==> src/rtl/frame_decoder.sv <==
// rtl/frame_decoder.sv - serial 8-slot frame decoder with sync hunt, lock tracking and optional parity check
// Optional feature macro: FRAME_DECODER_PARITY_CHECK_EN (enables parity rejection of frames).

module frame_decoder #(
  parameter int LOCK_LOSS = 2
) (
  input  logic clk,
  input  logic reset,
  input  logic IN,
  output logic OUT1,
  output logic OUT2,
  output logic OUT3,
  output logic OUT4,
  output logic valid,
  output logic parity_err,
  output logic locked
);

  typedef enum logic [1:0] {
    HUNT = 2'd0,
    DATA = 2'd1,
    SYNC = 2'd2
  } state_t;

  localparam logic [2:0] LOSS_LIMIT = 3'(LOCK_LOSS);

  state_t     state_q, state_d;
  logic [2:0] cnt_q, cnt_d;
  logic [1:0] hist_q, hist_d;
  logic [3:0] data_q, data_d;
  logic [3:0] out_q, out_d;
  logic [2:0] miss_q, miss_d;
  logic       bad_q, bad_d;
  logic       valid_q, valid_d;
  logic       locked_q, locked_d;
  logic       parity_ok;
  logic       sync_bit_bad;
  logic [2:0] miss_inc;

`ifdef FRAME_DECODER_PARITY_CHECK_EN
  logic perr_q, perr_d;
  // Even parity: D1..D4 plus P must xor to zero.
  assign parity_ok  = ~^{data_q, IN};
  assign parity_err = perr_q;
`else
  assign parity_ok  = 1'b1;
  assign parity_err = 1'b0;
`endif

  // Sync field is 1,1,0: slot 2 expects a zero, slots 0 and 1 expect a one.
  assign sync_bit_bad = (IN != (cnt_q != 3'd2));
  assign miss_inc     = miss_q + 3'd1;

  always_comb begin
    state_d  = state_q;
    cnt_d    = cnt_q;
    hist_d   = {hist_q[0], IN};
    data_d   = data_q;
    out_d    = out_q;
    miss_d   = miss_q;
    bad_d    = bad_q;
    valid_d  = 1'b0;
    locked_d = locked_q;
`ifdef FRAME_DECODER_PARITY_CHECK_EN
    perr_d   = 1'b0;
`endif
    case (state_q)
      HUNT: begin
        if ({hist_q, IN} == 3'b110) begin
          state_d = DATA;
          cnt_d   = 3'd0;
        end
      end
      DATA: begin
        if (cnt_q != 3'd4) begin
          data_d = {data_q[2:0], IN};
          cnt_d  = cnt_q + 3'd1;
        end else begin
          cnt_d = 3'd0;
          bad_d = 1'b0;
          if (parity_ok) begin
            out_d    = data_q;
            valid_d  = 1'b1;
            locked_d = 1'b1;
            if (!locked_q) miss_d = 3'd0;
            state_d  = SYNC;
          end else begin
`ifdef FRAME_DECODER_PARITY_CHECK_EN
            perr_d  = 1'b1;
`endif
            state_d = locked_q ? SYNC : HUNT;
          end
        end
      end
      SYNC: begin
        if (cnt_q != 3'd2) begin
          bad_d = bad_q | sync_bit_bad;
          cnt_d = cnt_q + 3'd1;
        end else begin
          cnt_d = 3'd0;
          bad_d = 1'b0;
          if (bad_q | sync_bit_bad) begin
            // The sync bits just seen stay in hist_q so HUNT can reuse them.
            if (miss_inc == LOSS_LIMIT) begin
              miss_d   = 3'd0;
              locked_d = 1'b0;
              state_d  = HUNT;
            end else begin
              miss_d  = miss_inc;
              state_d = DATA;
            end
          end else begin
            miss_d  = 3'd0;
            state_d = DATA;
          end
        end
      end
      default: state_d = HUNT;
    endcase
  end

  always_ff @(posedge clk) begin
    if (reset) begin
      state_q  <= HUNT;
      cnt_q    <= 3'd0;
      hist_q   <= 2'b00;
      data_q   <= 4'd0;
      out_q    <= 4'd0;
      miss_q   <= 3'd0;
      bad_q    <= 1'b0;
      valid_q  <= 1'b0;
      locked_q <= 1'b0;
    end else begin
      state_q  <= state_d;
      cnt_q    <= cnt_d;
      hist_q   <= hist_d;
      data_q   <= data_d;
      out_q    <= out_d;
      miss_q   <= miss_d;
      bad_q    <= bad_d;
      valid_q  <= valid_d;
      locked_q <= locked_d;
    end
  end

`ifdef FRAME_DECODER_PARITY_CHECK_EN
  always_ff @(posedge clk) begin
    if (reset) perr_q <= 1'b0;
    else       perr_q <= perr_d;
  end
`endif

  assign OUT1   = out_q[3];
  assign OUT2   = out_q[2];
  assign OUT3   = out_q[1];
  assign OUT4   = out_q[0];
  assign valid  = valid_q;
  assign locked = locked_q;

endmodule

==> config.mk <==
export PLATFORM = sky130hd
export DESIGN_NAME = frame_decoder
export DESIGN_NICKNAME = d
export VERILOG_FILES = /design/src/rtl/frame_decoder.sv
export SDC_FILE = /design/constraint.sdc
export NUM_CORES = 1
export LEC_CHECK = 0
export BUFFER_PORTS_ARGS = -buffer_cell sky130_fd_sc_hd__buf_2
export CORE_MARGIN = 3
export CORE_UTILIZATION = 42
export DETAILED_ROUTE_END_ITERATION = 10
export MAX_ROUTING_LAYER = met4
export PLACE_DENSITY_LB_ADDON = 0.2
export REMOVE_ABC_BUFFERS = 1
export SLEW_MARGIN = 40
export SYNTH_ARGS = -nofsm -noshare
export SYNTH_HDL_FRONTEND = slang
export SYNTH_SLANG_ARGS = --single-unit
==> constraint.sdc <==
create_clock -name clk -period 1.63 [get_ports clk]
set_input_delay 0 -clock clk [delete_from_list [all_inputs] [get_ports clk]]
set_output_delay 0 -clock clk [all_outputs]
set_load 0.01 [all_outputs]
After elaboration in Yosys (flattened, before gate mapping)
Cells that the tools add are included.
- $add $sub $neg: 2
- equality and inequality tests: 13
- mux-type cells: 25
- bitwise logic cells: 3
- reduce and logical (&&, ||, !) cells: 11
- operators with widths (cell ; count):
    two-way mux 3 bit ; 8
    != test 2 bit, second input constant ; 6
    case mux 3 bit (3 select lines) ; 1
    two-way mux 1 bit ; 8
    two-way mux 2 bit ; 4
    AND reduction 2 bit ; 4
    adder 3 x 1 -> 3 bit, second input constant ; 2
    case mux 2 bit (3 select lines) ; 1
    case mux 3 bit (2 select lines) ; 1
    AND reduction 5 bit ; 1
    case mux 1 bit (2 select lines) ; 2
    AND reduction 4 bit ; 1
    == test 3 x 2 -> 1 bit, second input constant ; 1
    == test 3 bit, second input constant ; 1
    != test 3 x 2 -> 1 bit, second input constant ; 1
    != test 3 bit, second input constant ; 1
    AND reduction 3 bit ; 1
    nonzero test 3 bit ; 1
    == test 2 x 1 -> 1 bit, second input constant ; 1
    == test 2 bit, second input constant ; 1
    zero test 2 bit ; 1
    NOT 1 bit ; 2
    nonzero test 2 bit ; 1
    OR reduction 2 bit ; 1
    other kinds (2) ; 2
- flip-flop bits (word level): 21
- input bits: 3
- output and inout port bits: 7
- logic and storage cells: 63

Logic depth before layout (Yosys ltp)
Gate-level depths: netlist (run 1).
- depth in word-level cells: 6
- gate-level depth with buffers: 7
- mapped depth without buffers: 6

Least setup slack after synthesis (run 1)
Ideal clock, no wire load.
- kind: reg-to-reg
- from: reg state_q[1]
- to: reg miss_q[0]
- setup time: 0.071 ns
- arrival: 1.718 ns
- required time: 1.559 ns
- slack: -0.159 ns
- cell stages (with the launch flop): 8
- buffers on the path: 1
- period minus slack after synthesis: 1.789 ns
- path through: dfxtp_1 -> inv_1 -> ha_1 -> buf_6 -> nand2b_2 -> o32a_4 -> or4b_1 -> a21oi_1
- cells in the longest elaborated chain, start to end: 3
- elaborated cells between the ends (all ways): 8
- those cells by class: eq/ne (5); mux (1); reduce/logical (2)
- ends and longest elaborated chain (what ; line ; text):
    start: declaration ; 27 ; state_t state_q, state_d;
    start signal: assignment ; 134 ; state_q <= state_d;
    == test 2 x 1 -> 1 bit / == test 2 bit (equally long branches) ; 67 ; case (state_q)
    != test 2 bit (no line) / nonzero test 2 bit (equally long branches) ; - ;
    AND reduction 4 bit (no line) ; - ;
    end signal: assignment ; 139 ; miss_q <= miss_d;
    end: declaration ; 32 ; logic [2:0] miss_q, miss_d;
Parallel ways exist; a longest one is shown, timed or not.
A chain may end at the register's enable or synchronous reset.

Worst setup path after layout (run 1)
- from: reg cnt_q[0]
- to: reg miss_q[1]
- cells in the longest elaborated chain, start to end: 6
- elaborated cells between the ends (all ways): 10
- those cells by class: eq/ne (5); mux (3); bitwise (1); reduce/logical (1)
- ends and longest elaborated chain (what ; line ; text):
    start: declaration ; 28 ; logic [2:0] cnt_q, cnt_d;
    start signal: assignment ; 135 ; cnt_q <= cnt_d;
    != test 3 x 2 -> 1 bit ; 51, 96 ;
    != test 1 bit ; 51 ; assign sync_bit_bad = (IN != (cnt_q != 3'd2));
    OR 1 bit ; 102 ; if (bad_q | sync_bit_bad) begin
    two-way mux 3 bit ; 102 ;
    two-way mux 3 bit ; 96 ; if (cnt_q != 3'd2) begin
    case mux 3 bit (2 select lines) ; 67 ;
Parallel ways exist; a longest one is shown, timed or not. The select of a mux whose other input is x is not followed.

==> key figures, run 1 <==
Run status
  – Outcome: finished with violations
  – Failing checks: negative setup slack

Floorplanning
  – Die Ht: 57.7 µm
  – Core outline area: ~2500 µm²
  – Die Wd: 57.7 µm
  – Ports: 10
  – Site row count: 18
  – Die area: 3330 µm²
  – Initial Util: 44.9%

Synthesis
  – Register area share after synthesis: 37.5%
  – Count of different cell masters after synthesis: 35
  – Yosys reg bits: 21
  – Syn_area_per_cell: between 9 and 10 µm²
  – YS warnings: 0
  – Post-Syn Instances: ~120
  – Synth Cell Area: between 1000 and 1500 µm²

Timing
  – Max Freq: 0.596 GHz
  – RSZ-0062 raised after global routing: yes
  – Fin Clk Skew: 0.00557 ns
  – Setup violators final: 2
  – Slew Viols, Final: 0
  – Setup WS post-layout: -0.0475 ns
  – Post-route setup TNS: -0.0841 ns
  – Final Hold Vio Count: 0
  – Final worst path period share: 103%
  – Worst hold slack: approximately 0.087 ns
  – Tmin final: about 1.7 ns

Global route
  – Grt total ovfl: 0
  – Largest net degree at the start of global routing: 24
  – Antenna violations before repair: 0
  – Number of global-route vias before repair: 905
  – First-pass GRT wire length: roughly 3900 µm
  – Total track usage: between 15 and 20%

Clock network
  – Clock buffer depth: 2
  – CTS tree: done
  – Root Buffer: clkbuf_4
  – H-tree depth: 1
  – Cts bufs inserted: 3
  – Clock slew at reported path FFs: approximately 0.12 ns
  – Worst skew pair latency: 0.31 ns
  – Clock sinks: 21

Pwr
  – Static Leakage: 0.000601 µW
  – P per Cell Area: 864 nW/µm²
  – Peak supply drop: 559 µV

Critical path
  – Crit Path Class: register to register
  – WP data arrival: 1.93 ns
  – Crit start category: register
  – CP required: approximately 1.9 ns
  – Critical path fanouts, max: 6
  – Crit. End Element: register

Cells and area
  – Register area: 429 µm²
  – Final nets: between 150 and 200
  – Highest-count cells in the layout ignoring fill and taps: buf_4 (18), dfxtp_1 (16), nand2_1 (12)
  – Layout cell share with drive strength beyond 1: 37.7%
  – Filler cell count: 216
  – Commonest non-fill, non-tap cell in the layout: buf_4
  – Final Util: 58.4%
  – ANT cells: 0
  – Footprint of the multi-input gates: about 730 µm²
  – Area growth syn-to-layout: 30.0%

Place
  – Routability cong.: 0.784
  – PortBufs: 8
  – DPL Wire Length: 1640 µm

Detailed routing
  – Vias/cell: 5.09
  – Routed Antenna Nets: 0
  – Wire per inst: 12.8 µm
  – Final wirelength: 2320 µm
  – Via count: around 920
  – Iteration-0 DRC Markers: 17
  – Remaining DRCs: 0
  – Detailed Routing Iterations Pass 1: 4

Flow run
  – # Max-Cap Violations: 0

Min path
  – Hold Path Class: input pin to register
## power breakdown
group	internal, µW	total [µW]	switching, µW
logic	201	436	235
clock network	91.6	252	161
registers	545	572	26.7
## layout make-up
class	instances	share of cell area [%]
multi-input cells	90	49.9
flip-flops and latches	21	29.4
repair buffers	29	14.2
well taps	30	2.57
inverters	7	1.97
clock buffers	3	1.54
clock inverters	1	0.343
## metrics by stage
stage,area [µm²],power (µW),worst slack [ns],cells
after floorplan,1090,808,-0.238,118
after global placement,1280,933,-0.0724,171
after detailed placement,1280,946,-0.149,171
after CTS,1380,1240,-0.0638,178
after global routing,1460,1340,-0.115,181
final,1460,1260,-0.0475,181
## state kept, by name (all words and copies together) (netlist names)
register / count
data_q: 4
out_q: 4
cnt_q: 3
valid: 1
miss_q: 3
locked: 1
bad_q: 1
hist_q: 2
state_q: 2
## final timing paths
check / cells past startpoint / slack [ns] / start / to
min: 2 / 0.09 / reset / valid
max reg2reg: 7 / -0.05 / cnt_q[0] / miss_q[1]
min reg2reg: 2 / 0.46 / data_q[3] / data_q[3]
max: 7 / -0.05 / cnt_q[0] / miss_q[1]
## cell families (layout without fill, tap and decap cells)
family / count (synthesis) / after routing / share of synthesized area [%]
AOI/OAI and AO/OA: 22 / 22 / 13.9
other: 1 / 1 / 0.334
muxes: 6 / 6 / 5.35
DFF: 21 / 21 / 37.5
buffers and inverters: 12 / 40 / 5.35
adders and majority gates: 10 / 10 / 11.1
and+or+nand+nor: 51 / 51 / 26.4
## worst max-delay path, stage by stage (launching register included)
cell	delay, ns
dfxtp_2	0.35
inv_4	0.08
ha_4	0.14
buf_6	0.09
nand2b_4	0.08
a211oi_4	0.28
or4b_4	0.49
a21oi_2	0.12
## what timing repair did
action                                 CTS  global route
buffers inserted                         2             3
pin swaps                                1             2
endpoints found under the hold margin    2             0
setup endpoints to repair                5             6
hold buffers                             1             0
gates resized for setup                 10            19
cloned                                   0             0
## cells in the mapped netlist
master    instances  area [µm²]
a211oi_2          1        12.5
a21o_1            1        7.51
a21o_2            1        8.76
a21oi_1          11        55.1
a22oi_1           1        7.51
a311oi_1          1        8.76
a31o_2            1        8.76
a31oi_1           2        12.5
and3_1            1        6.26
buf_4             2        15.0
buf_6             1        11.3
clkbuf_1          2        7.51
conb_1            1        3.75
dfxtp_1          21         420
ha_1             10         125
inv_1             7        26.3
mux2i_1           6        60.1
nand2_1          12        45.0
nand2b_1          5        31.3
nand2b_2          1        8.76
nand2b_4          1        13.8
nand3_1           7        35.0
nand3_4           1        17.5
nand3b_1          1        7.51
nand4_1           3        18.8
nand4b_1          1        8.76
nor2_1            9        33.8
nor2b_1           4        25.0
nor4b_1           1        8.76
o21a_1            1        7.51
o21ai_0           1        5.00
o32a_4            1        22.5
or2b_1            1        7.51
or3b_1            1        8.76
or4b_1            2        20.0
## metal layers
layer	part of all wire, %	wire, µm	GRT usage [%]
met5	0	0	-
met4	0.82	19	5.30
met3	2.8	65	4.23
met2	50	1160	25.0
met1	46	1070	17.9
(Power assumes the default switching activity.)
==> run 2: changes to the inputs <==
--- a/config.mk
+++ b/config.mk
@@ -9,7 +9,6 @@
 export CORE_MARGIN = 3
 export CORE_UTILIZATION = 42
 export DETAILED_ROUTE_END_ITERATION = 10
-export MAX_ROUTING_LAYER = met4
 export PLACE_DENSITY_LB_ADDON = 0.2
 export REMOVE_ABC_BUFFERS = 1
 export SLEW_MARGIN = 40
==> run 2 against run 1 <==
Effect of this change: the flow still finishes with violations (negative setup slack); clock skew increased by 0.0018 ns; cell area unchanged; final cell count unchanged; critical path type unchanged; highest routed layer unchanged.
==> key figures, run 2 (synthesized netlist as in run 1, its figures left out) <==
Pwr
  – Pint: 838 µW (about the same)
  – Sw Share: 33.5% (about the same)
  – Sequential power share: 45.4% (about the same)
  – NetSw: 422 µW (about the same)
  – Pwr Total: 1260 µW (about the same)
  – Peak supply drop: 554 µV (was 559 µV)
  – Clock power share: 20.1% (was 20.0%)
  – Comb pwr share: 34.5% (was 34.6%)
  – Static Leakage: 0.000601 µW (unchanged)
  – P per Cell Area: 863 nW/µm² (was 864 nW/µm²)

Clock network
  – Worst skew pair latency: 0.31 ns (about the same)
  – CTS tree: done (unchanged)
  – H-tree depth: 1 (unchanged)
  – Clock sinks: 21 (unchanged)
  – Cts bufs inserted: 3 (unchanged)
  – Clock slew at reported path FFs: 0.12 ns (about the same)
  – Clock buffer depth: 2 (unchanged)
  – Root Buffer: clkbuf_4 (unchanged)

Critical path
  – Critical path fanouts, max: 6 (unchanged)
  – WP data arrival: 1.93 ns (about the same)
  – R2r worst-path depth: 7 (unchanged)
  – Crit. End Element: register (unchanged)
  – CP required: 1.88 ns (about the same)
  – Crit start category: register (unchanged)
  – Crit Path Class: register to register (unchanged)

Place
  – PortBufs: 8 (unchanged)
  – DPL Wire Length: 1640 µm (unchanged)
  – Setup WS pre-CTS: -0.149 ns (unchanged)
  – Routability cong.: 0.773 (was 0.784)

Cells and area
  – Layout cell share with drive strength beyond 1: 37.7% (unchanged)
  – Highest-count cells in the layout ignoring fill and taps: buf_4 (18), dfxtp_1 (16), nand2_1 (12) (unchanged)
  – Area growth syn-to-layout: 30.0% (unchanged)
  – Final nets: 165 (unchanged)
  – ANT cells: 0 (unchanged)
  – Final Util: 58.4% (unchanged)
  – Biggest regs: data_q (4), out_q (4) (unchanged)
  – Commonest non-fill, non-tap cell in the layout: buf_4 (unchanged)

Run status
  – Outcome: finished with violations (unchanged)
  – Failing checks: negative setup slack (unchanged)

Detailed routing
  – Remaining DRCs: 0 (unchanged)
  – Routed Antenna Nets: 0 (unchanged)
  – Detailed Routing Iterations Pass 1: 4 (unchanged)
  – Vias/cell: 5.06 (was 5.09)
  – Iteration-0 DRC Markers: 20 (was 17)
  – Via count: 916 (was 922)
  – Final wirelength: 2300 µm (was 2320 µm)
  – Wire per inst: 12.7 µm (was 12.8 µm)

Floorplanning
  – Core outline area: 2500 µm² (unchanged)
  – Die Ht: 57.7 µm (unchanged)
  – Die area: 3330 µm² (unchanged)
  – Ports: 10 (unchanged)
  – Site row count: 18 (unchanged)
  – Initial Util: 44.9% (unchanged)
  – Die Wd: 57.7 µm (unchanged)

Timing
  – Setup violators final: 2 (unchanged)
  – Max Freq: 0.598 GHz (was 0.596 GHz)
  – Final Hold Vio Count: 0 (unchanged)
  – Slew Viols, Final: 0 (unchanged)
  – RSZ-0062 raised after global routing: yes (unchanged)
  – Final worst path period share: 103% (about the same)
  – Setup WS post-layout: -0.0417 ns (was -0.0475 ns)
  – Fin Clk Skew: 0.00733 ns (was 0.00557 ns)
  – Tmin final: 1.67 ns (was 1.68 ns)

Global route
  – First-pass GRT wire length: 3860 µm (was 3870 µm)
  – Grt total ovfl: 0 (unchanged)
  – Number of global-route vias before repair: 906 (was 905)
  – Total track usage: 14.8% (was 15.3%)
  – Antenna violations before repair: 0 (unchanged)
  – Largest net degree at the start of global routing: 24 (unchanged)

Min path
  – Hold Path Class: input pin to register (unchanged)
  – WHS Path Cells: 2 (unchanged)

Flow run
  – # Max-Cap Violations: 0 (unchanged)
run 2: cell counts in the layout (fill, tap and decap cells not counted):
No cell type changed its count.
run 2: worst paths after layout:
path / from / endpoint / slack, ns
setup / recovery: cnt_q[0] / miss_q[1] / -0.04
hold / removal: reset / valid / 0.09
setup reg to reg: cnt_q[0] / miss_q[1] / -0.04
hold reg to reg: data_q[3] / data_q[3] / 0.46
run 2: area by class of cell:
class	count	area, µm²
inverters	7	28.8
clock inverters	1	5.00
clock buffers	3	22.5
flip-flops and latches	21	429
well taps	30	37.5
repair buffers	29	208
multi-input cells	90	728
fillers	216	1040
run 2: worst max-delay path: stages, from the launching register on:
cell and delay, ns:
dfxtp_2 0.35, inv_4 0.08, ha_4 0.14, buf_6 0.09, nand2b_4 0.08, a211oi_4 0.28
or4b_4 0.49, a21oi_2 0.12
run 2: layer usage:
metal / wire length [µm] / GRT usage, % / up-vias
met4: 15 / 5.30 / 0
met3: 76 / 4.23 / 2
met1: 1030 / 17.6 / 422
met5: 0 / 0 / -
li1: - / - / 480
met2: 1180 / 25.2 / 12
run 2: metrics by stage:
step	instance area (µm²)	setup TNS, ns	hold slack (ns)	std cells
final	1460	-0.0781	0.0858	181
after global routing	1460	-0.258	0.126	181
after CTS	1380	-0.121	0.0813	178
after detailed placement	1280	-0.354	0.292	171
after global placement	1280	-0.145	0.292	171
after floorplan	1090	-0.634	0.0691	118
run 2: repair_timing:
action                                  4_1_cts  5_1_grt
buffers inserted                              2        3
hold buffers                                  1        0
hold endpoints to repair                      2        0
endpoints found under the setup margin        5        6
resized for setup                            10       19
pin swaps                                     1        2
run 2: power by group through the flow:
stage               registers, µW  clock network [µW]  logic [µW]
floorplan                     568                   0         240
global placement              563                   0         369
detailed placement            566                   0         380
CTS                           564                 262         412
global route                  576                 277         484
finish                        572                 253         434
==> run 3: changes to the inputs <==
--- a/config.mk
+++ b/config.mk
@@ -11,6 +11,7 @@
 export DETAILED_ROUTE_END_ITERATION = 10
 export PLACE_DENSITY_LB_ADDON = 0.2
 export REMOVE_ABC_BUFFERS = 1
+export SETUP_SLACK_MARGIN = 0.05
 export SLEW_MARGIN = 40
 export SYNTH_ARGS = -nofsm -noshare
 export SYNTH_HDL_FRONTEND = slang
==> run 3 against run 2 <==
Effect of this change: maximum frequency is essentially flat; clock skew up 0.0021 ns; count of clock-buffer cells in the layout unchanged; sequential share of layout area fell by 0.075 points; power increased by 0.38%; non-clock buffer count did not move; critical path depth unchanged; sequential cell count did not move; first-iteration DRC count grew 35%; final cell count unchanged; cell area up 0.26%; the flow still finishes with violations (negative setup slack).
==> key figures, run 3 (synthesized netlist as in run 1, its figures left out) <==
Min path
  – HP Start: reset (unchanged)
  – Hold Path Class: input pin to register (unchanged)

Cells and area
  – Final nets: 165 (unchanged)
  – ANT cells: 0 (unchanged)
  – Non-Filler Instances: 181 (unchanged)
  – Area growth syn-to-layout: 30.3% (was 30.0%)
  – Final Util: 58.5% (was 58.4%)
  – Biggest regs: data_q (4), out_q (4) (unchanged)
  – Commonest non-fill, non-tap cell in the layout: buf_4 (unchanged)
  – Highest-count cells in the layout ignoring fill and taps: buf_4 (18), dfxtp_1 (16), nand2_1 (12) (unchanged)
  – Filler cell count: 220 (was 216)
  – Layout cell share with drive strength beyond 1: 38.4% (was 37.7%)

Clock network
  – H-tree depth: 1 (unchanged)
  – Clock slew at reported path FFs: 0.12 ns (about the same)
  – Clock sinks: 21 (unchanged)
  – Worst skew pair latency: 0.31 ns (about the same)
  – Root Buffer: clkbuf_4 (unchanged)
  – Cts bufs inserted: 3 (unchanged)
  – CTS tree: done (unchanged)
  – Clock buffer depth: 2 (unchanged)

Timing
  – Final worst path period share: 103% (about the same)
  – Post-route setup TNS: -0.0711 ns (was -0.0781 ns)
  – Fin Clk Skew: 0.00945 ns (was 0.00733 ns)
  – Setup WS post-layout: -0.0426 ns (was -0.0417 ns)
  – Max Freq: 0.598 GHz (about the same)
  – Slew Viols, Final: 0 (unchanged)
  – RSZ-0062 raised after global routing: yes (unchanged)
  – Setup violators final: 2 (unchanged)
  – Tmin final: 1.67 ns (about the same)
  – Final Hold Vio Count: 0 (unchanged)

Floorplanning
  – Core outline area: 2500 µm² (unchanged)
  – Die Wd: 57.7 µm (unchanged)
  – Ports: 10 (unchanged)
  – Die area: 3330 µm² (unchanged)
  – Site row count: 18 (unchanged)
  – Die Ht: 57.7 µm (unchanged)
  – Initial Util: 44.9% (unchanged)

Critical path
  – Crit path launch: cnt_q[0] (unchanged)
  – WP data arrival: 1.93 ns (about the same)
  – Crit Path Class: register to register (unchanged)
  – R2R Path Start: cnt_q[0] (unchanged)
  – CP required: 1.88 ns (about the same)
  – Critical path fanouts, max: 6 (unchanged)
  – Crit. End Element: register (unchanged)
  – Crit start category: register (unchanged)

Detailed routing
  – Remaining DRCs: 0 (unchanged)
  – Detailed Routing Iterations Pass 1: 5 (was 4)
  – Final wirelength: 2300 µm (about the same)
  – Vias/cell: 5.09 (was 5.06)
  – Via count: 922 (was 916)
  – Wire per inst: 12.7 µm (about the same)
  – Routed Antenna Nets: 0 (unchanged)
  – Iteration-0 DRC Markers: 27 (was 20)

Run status
  – Failing checks: negative setup slack (unchanged)
  – Outcome: finished with violations (unchanged)

Pwr
  – Pwr Total: 1260 µW (about the same)
  – P per Cell Area: 864 nW/µm² (was 863 nW/µm²)
  – Peak supply drop: 541 µV (was 554 µV)
  – Static Leakage: 0.000601 µW (about the same)

Global route
  – First-pass GRT wire length: 3910 µm (was 3860 µm)
  – Number of global-route vias before repair: 923 (was 906)
  – Antenna violations before repair: 0 (unchanged)
  – Grt total ovfl: 0 (unchanged)
  – Largest net degree at the start of global routing: 24 (unchanged)
  – Total track usage: 15.0% (was 14.8%)

Flow run
  – # Max-Cap Violations: 0 (unchanged)

Place
  – DP Cell Count: 171 (unchanged)
  – DPL Wire Length: 1640 µm (unchanged)
  – PortBufs: 8 (unchanged)
  – Routability cong.: 0.773 (unchanged)
[run 3: cell counts in the layout (fill, tap and decap cells not counted)]
Identical to the previous run, type by type.
[run 3: through the flow]
step | hold WS, ns | worst slack, ns | instance area [µm²]
after global placement | 0.292 | -0.0724 | 1280
after global routing | 0.126 | -0.119 | 1460
after detailed placement | 0.292 | -0.149 | 1280
after CTS | 0.0813 | -0.0419 | 1420
after floorplan | 0.0691 | -0.238 | 1090
final | 0.0873 | -0.0426 | 1460
[run 3: final timing paths]
check / end / slack (ns) / cells past startpoint
setup / recovery: miss_q[1] / -0.04 / 7
hold / removal: valid / 0.09 / 2
setup reg to reg: miss_q[1] / -0.04 / 7
hold reg to reg: data_q[3] / 0.46 / 2
[run 3: routing by layer]
metal	track usage, %	vias up	wire (µm)
li1	-	479	-
met1	17.5	429	1050
met2	26.3	12	1170
met3	4.01	2	70
met4	4.97	0	15
met5	0	-	0
[run 3: critical path, stage by stage (launching register included)]
cell      delay (ns)
dfxtp_2         0.35
inv_4           0.07
ha_4            0.13
buf_6           0.09
nand2b_4        0.08
a211oi_4        0.28
or4b_4          0.49
a21oi_2         0.14
[run 3: report_power, final]
group / switching (µW) / internal (µW) / leakage, µW
logic: 237 / 205 / 0.000411
registers: 25.4 / 545 / 0.000172
clock network: 161 / 91.6 / 0.0000177
[run 3: cell type report]
type                            count  area [µm²]  area share (%)
Clock buffer                        3        22.5            1.54
Clock inverter                      1        5.00           0.342
Inverter                            7        28.8            1.97
Multi-Input combinational cell     90         732            50.0
Sequential cell                    21         429            29.3
Tap cell                           30        37.5            2.57
Timing Repair Buffer               29         208            14.2
[run 3: timing repair]
action / in CTS / in global routing
hold buffers: 1 / 0
endpoints found under the setup margin: 6 / 6
pin swaps: 3 / 6
buffers inserted: 3 / 2
hold endpoints to repair: 2 / 0
gates resized for setup: 22 / 8
